<file path="src/rtl/cache_arbiter_pkg.sv">
// Shared types for the I/D cache arbiter in front of physical memory.
// FSM states, grant sides and datapath widths live here.
package arbiter_types;
    localparam int ADDR_W = 32;
    localparam int LINE_W = 256;

    typedef enum logic [1:0] {ARB_IDLE, ARB_ICACHE, ARB_DCACHE} arb_state_t;
    typedef enum logic {GRANT_I, GRANT_D} grant_t;
endpackage

</file>
<file path="src/rtl/cache_arbiter.sv">
// Two-port cache arbiter: I-cache reads and D-cache reads/writebacks share one pmem port.
// A request is latched on grant and replayed to pmem unchanged until pmem_resp.
module cache_arbiter
    import arbiter_types::*;
#(
    parameter bit RR_EN = 1'b1
) (
    input  logic              clk,
    input  logic              rst,
    input  logic [ADDR_W-1:0] i_address,
    input  logic              i_read,
    output logic [LINE_W-1:0] i_rdata,
    output logic              i_resp,
    input  logic [ADDR_W-1:0] d_address,
    input  logic              d_read,
    input  logic              d_write,
    input  logic [LINE_W-1:0] d_wdata,
    output logic [LINE_W-1:0] d_rdata,
    output logic              d_resp,
    output logic [ADDR_W-1:0] pmem_address,
    output logic              pmem_read,
    output logic              pmem_write,
    output logic [LINE_W-1:0] pmem_wdata,
    input  logic [LINE_W-1:0] pmem_rdata,
    input  logic              pmem_resp
);
    arb_state_t        r_state;
    grant_t            r_last_grant;
    logic [ADDR_W-1:0] r_addr;
    logic              r_read;
    logic              r_write;
    logic [LINE_W-1:0] r_wdata;

    logic w_i_req, w_d_req, w_grant_d, w_busy;

    assign w_i_req = i_read;
    assign w_d_req = d_read | d_write;
    // D wins when alone, under fixed priority, or when I was served last.
    assign w_grant_d = w_d_req & (~w_i_req | ~RR_EN | (r_last_grant == GRANT_I));

    always_ff @(posedge clk or posedge rst) begin
        if (rst) begin
            r_state      <= ARB_IDLE;
            r_last_grant <= GRANT_I;
            r_addr       <= '0;
            r_read       <= 1'b0;
            r_write      <= 1'b0;
            r_wdata      <= '0;
        end else begin
            case (r_state)
                ARB_IDLE: begin
                    if (w_grant_d) begin
                        r_state      <= ARB_DCACHE;
                        r_last_grant <= GRANT_D;
                        r_addr       <= d_address;
                        r_write      <= d_write;
                        r_read       <= ~d_write;
                        r_wdata      <= d_wdata;
                    end else if (w_i_req) begin
                        r_state      <= ARB_ICACHE;
                        r_last_grant <= GRANT_I;
                        r_addr       <= i_address;
                        r_write      <= 1'b0;
                        r_read       <= 1'b1;
                        r_wdata      <= '0;
                    end
                end
                ARB_ICACHE, ARB_DCACHE: begin
                    if (pmem_resp) r_state <= ARB_IDLE;
                end
                default: r_state <= ARB_IDLE;
            endcase
        end
    end

    assign w_busy       = (r_state != ARB_IDLE);
    assign pmem_address = w_busy ? r_addr  : '0;
    assign pmem_read    = w_busy & r_read;
    assign pmem_write   = w_busy & r_write;
    assign pmem_wdata   = w_busy ? r_wdata : '0;

    // Completion is combinational so the cache sees data in the pmem_resp cycle.
    assign i_resp  = (r_state == ARB_ICACHE) & pmem_resp;
    assign d_resp  = (r_state == ARB_DCACHE) & pmem_resp;
    assign i_rdata = i_resp ? pmem_rdata : '0;
    assign d_rdata = d_resp ? pmem_rdata : '0;
endmodule

</file>
<file path="config.mk">
export PLATFORM = sky130hd
export DESIGN_NAME = cache_arbiter
export DESIGN_NICKNAME = d
export VERILOG_FILES = /design/src/rtl/cache_arbiter_pkg.sv /design/src/rtl/cache_arbiter.sv
export SDC_FILE = /design/constraint.sdc
export NUM_CORES = 1
export LEC_CHECK = 0
export ABC_AREA = 1
export CORE_AREA = 2 2 537 539
export DETAILED_ROUTE_END_ITERATION = 12
export DIE_AREA = 0 0 539 541
export SLEW_MARGIN = 15
export SYNTH_ARGS = -nofsm -noshare
export SYNTH_HDL_FRONTEND = slang
export SYNTH_SLANG_ARGS = --single-unit
export TNS_END_PERCENT = 20
</file>
<file path="constraint.sdc">
create_clock -name clk -period 12.8 [get_ports clk]
set_clock_uncertainty 0.1 [all_clocks]
set_input_delay 2.56 -clock clk [delete_from_list [all_inputs] [get_ports clk]]
set_output_delay 2.56 -clock clk [all_outputs]
set_load 0.05 [all_outputs]
</file>
==> results of run 1 <==
## logic make-up after synthesis
kind of cell,Yosys count
simple gates,1240
flops,293
buf+inv,782
fa+ha+maj,3
compound gates,261
## through the flow
stage | utilization, % | instances
finish | 12.7 | 7781
global route | 12.7 | 7726
CTS | 12.6 | 7682
detailed placement | 12.1 | 7604
global placement | 12.1 | 7604
floorplan | - | 2579
## sequential cells by signal, indices dropped and copies added (netlist names)
register      count
r_state           2
r_addr           32
r_wdata         256
r_read            1
r_write           1
r_last_grant      1
## area by class of cell
type / instances / share of cell area [%]
clock buffers: 58 / 3.38
repair buffers: 1405 / 38.5
diodes: 99 / 0.679
flip-flops and latches: 293 / 20.1
clock inverters: 20 / 0.703
multi-input cells: 1504 / 17.3
well taps: 3781 / 13.0
inverters: 621 / 6.41
## worst max-delay path, stage by stage
cell             delay, ns
clkdlybuf4s50_1       0.63
nand2_4               0.77
buf_12                0.46
buf_12                0.45
nor2_1                0.09
clkdlybuf4s50_1       0.78
## cell usage in the layout, fill, tap and decap left out, types with 3 or more instances in the layout
cell	instances
buf_12	5
buf_4	31
bufinv_16	4
clkbuf_1	6
clkbuf_16	44
clkbuf_8	8
clkdlybuf4s50_1	1369
clkinv_2	9
dfrtp_1	293
diode_2	99
inv_1	619
nand2_1	362
nand2_2	3
nand3_1	66
nor2_1	804
o21ai_0	37
o21ai_1	182
o21ai_2	40
## report_power, final
group | switching (mW) | total (mW) | internal, mW
registers | 0.115 | 1.45 | 1.33
logic | 4.65 | 6.19 | 1.54
clock network | 0.542 | 1.30 | 0.762
## synth_stat cells (all sizes together)
cell type,n,share of area (%)
a21oi,1,0.096
buf,137,5.1
clkbuf,24,0.60
dfrtp,293,43
ha,3,0.22
inv,621,14
nand2,367,8.2
nand3,66,2.0
nand4,1,0.037
nor2,806,18
o21ai,260,8.7
## metal layers
metal	vias up	wire, um	GRT usage (%)
li1	10100	-	-
met1	10500	95000	18.5
met2	1619	109000	26.1
met3	556	45600	12.9
met4	70	13500	7.04
met5	-	464	0
## worst max-delay path by stage
stage / start / endpoint / cells after the start
global route: pmem_resp / d_rdata[2] / 6
global placement: pmem_resp / d_rdata[239] / 5
CTS: pmem_resp / d_rdata[239] / 5
finish: pmem_resp / d_rdata[252] / 6
detailed placement: pmem_resp / d_rdata[239] / 5
floorplan: rst / r_addr[0] / 1
==> impl_results.md, run 1 <==
* Weighted congestion reported at the end of routability-driven placement at 0.974
* Core area at 0.286 sq mm
* Top achievable clock speed at 115 MHz
* Clock transition at the register clock pins on the worst setup and hold paths after CTS at 0.05 ns
* Std-Cell Rows at 197
* Resized cells post-CTS at 0
* Power, Total at 8.94 mW
* Leak at 15.4 nW
* Avg Synthesized Cell Area at 6.55 sq um
* Setup ws final at 4.09 ns
* Post-detail-place hpwl at 237 mm
* Die width at 539 um
* Hold violation count in the final report at 0
* Number of setup buffers added after CTS at 0
* Initial drt markers at 1824
* Data arrival, critical path at 6.05 ns
* Total wire length at 263 mm
* Clock buffer count from CTS at 44
* Dominant combinational cell family by area after synthesis: simple AND/OR/NAND/NOR gates
* Number of antenna violations at the first check in global routing at 272
* First-pass GRT wire length at 312 mm
* Total nets after synthesis at 3164
* End of the worst hold path: r_addr[14]
* Number of warnings issued by yosys at 0
* Remaining DRCs at 0
* Global-route congestion overflow total at 0
* CP max FO at 111
* Total negative slack at 0 ns
* Clock latency on the worst-skew pair at 0.66 ns
* Buffer depth of the longest clock path at 3
* Setup slack on the worst flop-to-flop path at 8.10 ns
* CTS tree: yes
* Worst Hold Slack at 0.379 ns
* Final count of pins violating max slew at 0
* Complex-gate fraction of the synthesized area at 8.75%
* Setup repair after global routing missed its margin: no
* Post-route minimum period at 8.71 ns
* WHS Path Cells at 2
* Maximum ir drop on the vdd rail at 0.000187 V
* Origin of the worst min-delay path: r_addr[14]
* Kind of end point of the critical path: output port
* Area used by multi-input combinational logic at 0.00630 sq mm
* Area taken by flip-flops and latches at 0.00733 sq mm
* Critical register-to-register path endpoint: r_wdata[60]
* ANT nets after route at 0
* Count of state elements after synthesis at 293
* Area added between synthesis and finish at 116%
* Wire length per cell at 33.8 um
* Unique cell type count in the Yosys netlist at 22
* Placement Cell Area at 0.0347 sq mm
* Outcome: finished, final reports clean
* Path type of the worst setup path: in -> out
* Initial core utilization at 5.90%
* Die area at 0.292 sq mm
* H-tree levels at 2
* Boundary Pins at 1386
* Worst Reg2Reg Path Length in Cells at 9
* Mapped Cells at 2579
* Simple logic cell fraction of the synthesized area at 28.1%
* Share of post-route cells with drive strength above 1 at 4.10%
* Root Buffer: clkbuf_16
* Die height at 541 um
* Max-cap violation count at 0
* GRT Util Overall at 17.5%
* Maximum number of pins on one net before global-route repair at 155
* Area share of xor/xnor cells in the synthesized design at 0%
* First-pass detailed-route iteration total at 5
* Final net count at 4454
* Post-layout instance area at 0.0365 sq mm
* Number of global-route vias before repair at 22000
* Final worst-path cycle share at 68.1%
* Startpoint type of the worst setup path: input port
* Cell area after technology mapping at 0.0169 sq mm
* Post-placement setup slack at 3.98 ns
* Launch point of the worst reg-to-reg path: r_state[0]
* Data required time at the worst endpoint at 10.14 ns
* Number of input and output port buffers inserted at 1385
* Max_slew headroom at 25.9%
* Multiplexer share of the synthesized area at 0%
* Via density per instance at 2.93
* Endpoints failing setup at 0
* Number of clock sinks seen by CTS at 293
* Adder-cell share of the synthesized area at 0.222%
* Sequential cell area fraction in the yosys report at 43.4%
* Hold Path Class: reg -> reg
* Pin slew with the least headroom to its limit at 1.11 ns
* Filler Cell Count at 33300
* Count of hold buffers inserted by post-cts repair at 0
* Cell Pwr Density at 245 mW/mm^2
* Routed via count at 22800
(Power assumes the default switching activity.)
==> run 2: changes to the inputs <==
==> constraint.sdc (replaced) <==
create_clock -name clk -period 8.8 [get_ports clk]
set_clock_uncertainty 0.1 [all_clocks]
set_input_delay 1.76 -clock clk [delete_from_list [all_inputs] [get_ports clk]]
set_output_delay 1.76 -clock clk [all_outputs]
set_load 0.05 [all_outputs]
==> impl_results.md, run 2 (same netlist as run 1, synthesis figures left out) <==
* Outcome: finished, final reports clean
* Combinational power share at 70.1% (+0.9 points)
* Resized cells post-CTS at 0 (unchanged)
* Routed metal-1 wire length at 95.1 mm (about the same)
* Max-cap violation count at 0 (unchanged)
* Maximum ir drop on the vdd rail at 0.000362 V (+94%)
* Kind of end point of the critical path: output port
* Path type of the worst setup path: in -> out
* First-pass GRT wire length at 308 mm (-1.4%)
* Endpoints failing setup at 0 (unchanged)
* Number of clock sinks seen by CTS at 293 (unchanged)
* First-pass detailed-route iteration total at 5 (unchanged)
* Global-route congestion overflow total at 0 (unchanged)
* Clock transition at the register clock pins on the worst setup and hold paths after CTS at 0.06 ns (about the same)
* Relative contribution of the clock network to total power at 13.6% (-1.0 points)
* Total wire length at 258 mm (-2.0%)
* Max_slew headroom at 16.4% (-9.5 points)
* Data arrival, critical path at 5.08 ns (-0.97 ns)
* Leak at 15.4 nW (-0.36%)
* Power, Total at 13.0 mW (+45%)
* Filler Cell Count at 33400 (+0.17%)
* Wire length on met3 at 45.8 mm (+0.41%)
* Top achievable clock speed at 144 MHz
* Maximum number of pins on one net before global-route repair at 185 (+19%)
* Total negative slack at 0 ns (unchanged)
* Initial drt markers at 1714 (-6.0%)
* Number of input and output port buffers inserted at 1385 (unchanged)
* Die height at 541 um (unchanged)
* Uppermost metal layer occupied by signal nets: met5
* Initial core utilization at 5.90% (unchanged)
* Post-route minimum period at 6.94 ns
* Clock latency on the worst-skew pair at 0.60 ns (-0.06 ns)
* Number of antenna violations at the first check in global routing at 267 (-1.8%)
* Die width at 539 um (unchanged)
* H-tree levels at 2 (unchanged)
* Hold violation count in the final report at 0 (unchanged)
* Number of setup buffers added after CTS at 0 (unchanged)
* Weighted congestion reported at the end of routability-driven placement at 0.931 (-4.4%)
* Relative contribution of sequential cells to total power at 16.3% (about the same)
* Number of global-route vias before repair at 22300 (+1.4%)
* Cell Pwr Density at 356 mW/mm^2 (+45%)
* Hold Path Class: reg -> reg
* Largest registers: r_wdata x256, r_addr x32, r_state x2
* Setup repair after global routing missed its margin: no
* Post-detail-place hpwl at 233 mm (-1.5%)
* Count of hold buffers inserted by post-cts repair at 0 (unchanged)
* Remaining DRCs at 0 (unchanged)
* Sw Ratio at 59.7% (+0.31 points)
* Routed via count at 22700 (-0.33%)
* Register name with the most flops: r_wdata
* Most frequent cells in the layout: 1372 x clkdlybuf4s50_1, 804 x nor2_1, 619 x inv_1
* Data required time at the worst endpoint at 6.94 ns (-3.20 ns)
* Core area at 0.286 sq mm (unchanged)
* CP max FO at 95 (-14%)
* Via density per instance at 2.92 (-0.45%)
* Pin slew with the least headroom to its limit at 1.25 ns (+0.141 ns)
* ANT nets after route at 0 (unchanged)
* Boundary Pins at 1386 (unchanged)
* Std-Cell Rows at 197 (unchanged)
* Buffer depth of the longest clock path at 3 (unchanged)
* Root Buffer: clkbuf_16
* Share of post-route cells with drive strength above 1 at 3.97% (-0.13 points)
* CTS tree: yes
* Most common library cell in the layout ignoring fill and taps: clkdlybuf4s50_1
* Wire length on met2 at 105 mm (-3.5%)
* GRT Util Overall at 17.1% (-0.37 points)
* Final net count at 4456 (+0.045%)
* Startpoint type of the worst setup path: input port
* Wire length per cell at 33.1 um (-2.1%)
* Flip-flop count of the largest register after layout at 256 (unchanged)
* Final count of pins violating max slew at 0 (unchanged)
* Internal Power at 5.23 mW (+44%)
* Power dissipated by switching net loads at 7.74 mW (+46%)
* Final worst-path cycle share at 78.8%
* Die area at 0.292 sq mm (unchanged)
* Clock buffer count from CTS at 39 (-11%)
* Area added between synthesis and finish at 116%
[run 2: cell types whose count changed in the layout (fill, tap and decap cells not counted), sizes merged, moves of 3 or more]
cell           delta
buf               +4
clkbuf            -7
clkdlybuf4s50     +3
clkinv            -6
diode             +9
[run 2: final cells by class]
cell class / count / area, sq um / share of cell area [%]
tap: 3781 / 4730 / 13.0
clock buffer: 51 / 1060 / 2.91
sequential: 293 / 7330 / 20.1
inverter: 621 / 2330 / 6.41
timing repair buffer: 1412 / 14100 / 38.7
clock inverter: 20 / 294 / 0.807
antenna: 108 / 270 / 0.742
multi-input combinational: 1504 / 6300 / 17.3
[run 2: worst paths after layout]
kind,from,endpoint,slack (ns),cells after the start
max in group asynchronous,rst,r_wdata[173],5.81,3
setup / recovery,pmem_resp,d_rdata[211],1.86,6
setup reg to reg,r_state[0],r_wdata[53],4.91,8
hold / removal,r_addr[12],r_addr[12],0.38,2
min in group asynchronous,rst,r_wdata[146],1.49,2
hold reg to reg,r_addr[12],r_addr[12],0.38,2
[run 2: through the flow]
stage	hold slack (ns)	instance area (sq um)	instances	setup slack, ns	util, %
after floorplan	0.349	16900	2579	3.05	-
after detailed placement	0.365	34800	7611	1.89	12.2
final	0.379	36400	7790	1.86	12.7
after CTS	0.384	36200	7682	1.88	12.6
after global routing	0.397	36300	7747	1.78	12.7
after global placement	0.363	34800	7611	1.91	12.2
[run 2: worst max-delay path, stage by stage]
cell,delay (ns)
clkdlybuf4s50_1,0.70
nand2_4,0.53
buf_12,0.46
buf_4,0.33
nor2_1,0.23
clkdlybuf4s50_1,0.86
[run 2: routing by layer]
metal / up-vias / GRT usage [%]
met2: 1552 / 24.8
met4: 54 / 7.06
met5: - / 0
met3: 452 / 13.1
met1: 10600 / 18.5
li1: 10100 / -
[run 2: power groups by stage]
stage                     clock [mW]  combinational [mW]  sequential, mW
after CTS                       1.83                9.29            2.11
after global routing            1.86                9.80            2.17
after detailed placement           0                9.26            2.12
final                           1.77                9.10            2.11
after floorplan                    0                5.30            2.09
after global placement             0                9.26            2.11
==> run 3: changes to the inputs <==
--- a/config.mk
+++ b/config.mk
@@ -6,9 +6,9 @@
 export NUM_CORES = 1
 export LEC_CHECK = 0
 export ABC_AREA = 1
-export CORE_AREA = 2 2 537 539
+export CORE_AREA = 2 2 546 548
 export DETAILED_ROUTE_END_ITERATION = 12
-export DIE_AREA = 0 0 539 541
+export DIE_AREA = 0 0 548 550
 export SLEW_MARGIN = 15
 export SYNTH_ARGS = -nofsm -noshare
 export SYNTH_HDL_FRONTEND = slang
==> constraint.sdc (replaced) <==
create_clock -name clk -period 5.58 [get_ports clk]
set_clock_uncertainty 0.1 [all_clocks]
set_input_delay 1.116 -clock clk [delete_from_list [all_inputs] [get_ports clk]]
set_output_delay 1.116 -clock clk [all_outputs]
set_load 0.05 [all_outputs]
==> impl_results.md, run 3 (same netlist as run 1, synthesis figures left out) <==
* Internal Power at 8.31 mW (+59%)
* Most common library cell in the layout ignoring fill and taps: clkdlybuf4s50_1
* Maximum ir drop on the vdd rail at 0.000495 V (+37%)
* ANT nets after route at 0 (unchanged)
* Final net count at 4477 (+0.47%)
* Max-cap violation count at 0 (unchanged)
* Weighted congestion reported at the end of routability-driven placement at 0.956 (+2.7%)
* GRT Util Overall at 17.2% (+0.059 points)
* Global-route congestion overflow total at 0 (unchanged)
* Endpoints failing setup at 0 (unchanged)
* Remaining DRCs at 0 (unchanged)
* Die height at 550 um (+1.7%)
* Final worst-path cycle share at 87.2%
* Power dissipated by switching net loads at 12.6 mW (+63%)
* Routed via count at 22900 (+0.87%)
* Sw Ratio at 60.2% (+0.55 points)
* First-pass GRT wire length at 317 mm (+2.9%)
* Initial drt markers at 1929 (+13%)
* Path type of the worst setup path: in -> out
* Setup repair after global routing missed its margin: no
* Share of post-route cells with drive strength above 1 at 9.61% (+5.6 points)
* Kind of end point of the critical path: output port
* Final count of pins violating max slew at 0 (unchanged)
* Total wire length at 269 mm (+4.2%)
* Count of hold buffers inserted by post-cts repair at 0 (unchanged)
* Post-route minimum period at 4.87 ns
* Relative contribution of the clock network to total power at 13.8% (+0.2 points)
* Placement Cell Area at 0.0347 sq mm (-0.18%)
* Worst Hold Slack at 0.375 ns (-0.00331 ns)
* Number of clock sinks seen by CTS at 293 (unchanged)
* Die width at 548 um (+1.7%)
* Top achievable clock speed at 205 MHz
* Core area at 0.296 sq mm (+3.2%)
* Register name with the most flops: r_wdata
* Std-Cell Rows at 200 (+1.5%)
* Pin slew with the least headroom to its limit at 1.13 ns (-0.121 ns)
* H-tree levels at 2 (unchanged)
* Total negative slack at 0 ns (unchanged)
* Cell Pwr Density at 575 mW/mm^2 (+61%)
* Root Buffer: clkbuf_16
* Max_slew headroom at 24.5% (+8.1 points)
* Wire length per cell at 33.9 um (+2.3%)
* Via density per instance at 2.89 (-1.0%)
* Buffer depth of the longest clock path at 3 (unchanged)
* CP max FO at 49 (-48%)
* Relative contribution of sequential cells to total power at 15.9% (-0.4 points)
* Area added between synthesis and finish at 115%
* Post-detail-place hpwl at 244 mm (+4.7%)
* Number of antenna violations at the first check in global routing at 242 (-9.4%)
* Number of input and output port buffers inserted at 1385 (unchanged)
* Hold violation count in the final report at 0 (unchanged)
* Number of global-route vias before repair at 22200 (-0.28%)
* Data required time at the worst endpoint at 4.36 ns (-2.58 ns)
* Leak at 15.9 nW (+3.5%)
* Maximum number of pins on one net before global-route repair at 110 (-41%)
* Die area at 0.301 sq mm (+3.4%)
* CTS tree: yes
* Post-layout instance area at 0.0364 sq mm (-0.20%)
* Boundary Pins at 1386 (unchanged)
* Clock latency on the worst-skew pair at 0.62 ns (+0.02 ns)
* Outcome: finished, final reports clean
* Clock transition at the register clock pins on the worst setup and hold paths after CTS at 0.06 ns (about the same)
* Initial core utilization at 5.72% (-0.18 points)
* Most frequent cells in the layout: 1176 x clkdlybuf4s50_1, 804 x nor2_1, 619 x inv_1
* First-pass detailed-route iteration total at 5 (unchanged)
* Data arrival, critical path at 3.65 ns (-1.43 ns)
* Combinational power share at 70.3% (+0.2 points)
* Flip-flop count of the largest register after layout at 256 (unchanged)
* Largest registers: r_wdata x256, r_addr x32, r_state x2
* Number of setup buffers added after CTS at 0 (unchanged)
* Hold Path Class: reg -> reg
* Clock buffer count from CTS at 41 (+5.1%)
* Resized cells post-CTS at 0 (unchanged)
* Startpoint type of the worst setup path: input port
run 3: cell types whose count changed in the layout (fill, tap and decap cells not counted), sizes merged:
cell           previous run  this run
bufinv                    6         5
diode                   108        78
clkbuf                   51        49
inv                     626       621
clkinvlp                  4         5
buf                      40       255
clkinv                    5        13
clkdlybuf4s50          1372      1176
run 3: critical path: stages:
cell and delay, ns:
clkdlybuf4s50_1 0.62, nand2_4 0.37, buf_12 0.35, nor2_1 0.19
clkdlybuf4s50_1 0.82
run 3: power groups by stage:
stage                     clock (mW)  sequential, mW  combinational [mW]
after floorplan                    0            3.30                8.36
after detailed placement           0            3.35                14.9
after global placement             0            3.34                15.0
final                           2.88            3.32                14.7
after global routing            3.05            3.42                15.8
after CTS                       3.00            3.32                15.0
run 3: through the flow:
step	worst slack (ns)	cells	power (mW)	util, %
3_5_place_dp	0.738	7788	18.3	11.8
6_report	0.713	7938	20.9	12.3
4_1_cts	0.734	7860	21.3	12.2
3_3_place_gp	0.721	7788	18.3	11.8
5_1_grt	0.637	7924	22.2	12.3
2_1_floorplan	0.475	2579	11.7	-
run 3: per-layer routing:
layer / share of wire [%] / vias up / track usage (%) / routed length, um
met5: 0.16 / - / 0 / 423
met4: 5.0 / 62 / 6.88 / 13600
met3: 17 / 549 / 12.6 / 45000
met2: 44 / 1576 / 27.2 / 118000
met1: 34 / 10600 / 17.1 / 92500
li1: - / 10100 / - / -
run 3: worst paths after layout:
check / from / end / slack, ns / cells after the start
hold reg to reg: r_addr[12] / r_addr[12] / 0.38 / 2
setup / recovery: pmem_resp / i_rdata[5] / 0.71 / 5
setup reg to reg: r_state[0] / r_wdata[15] / 2.51 / 8
hold / removal: r_addr[12] / r_addr[12] / 0.38 / 2
max in group asynchronous: rst / r_wdata[217] / 3.38 / 3
min in group asynchronous: rst / r_addr[4] / 0.81 / 2
run 3: area by class of cell:
| type | count | area, sq um |
|---|---|---|
| Antenna cell | 78 | 195 |
| Clock buffer | 49 | 1120 |
| Clock inverter | 23 | 305 |
| Fill cell | 34400 | 259000 |
| Inverter | 621 | 2330 |
| Multi-Input combinational cell | 1504 | 6300 |
| Sequential cell | 293 | 7330 |
| Tap cell | 3939 | 4930 |
| Timing Repair Buffer | 1431 | 13800 |
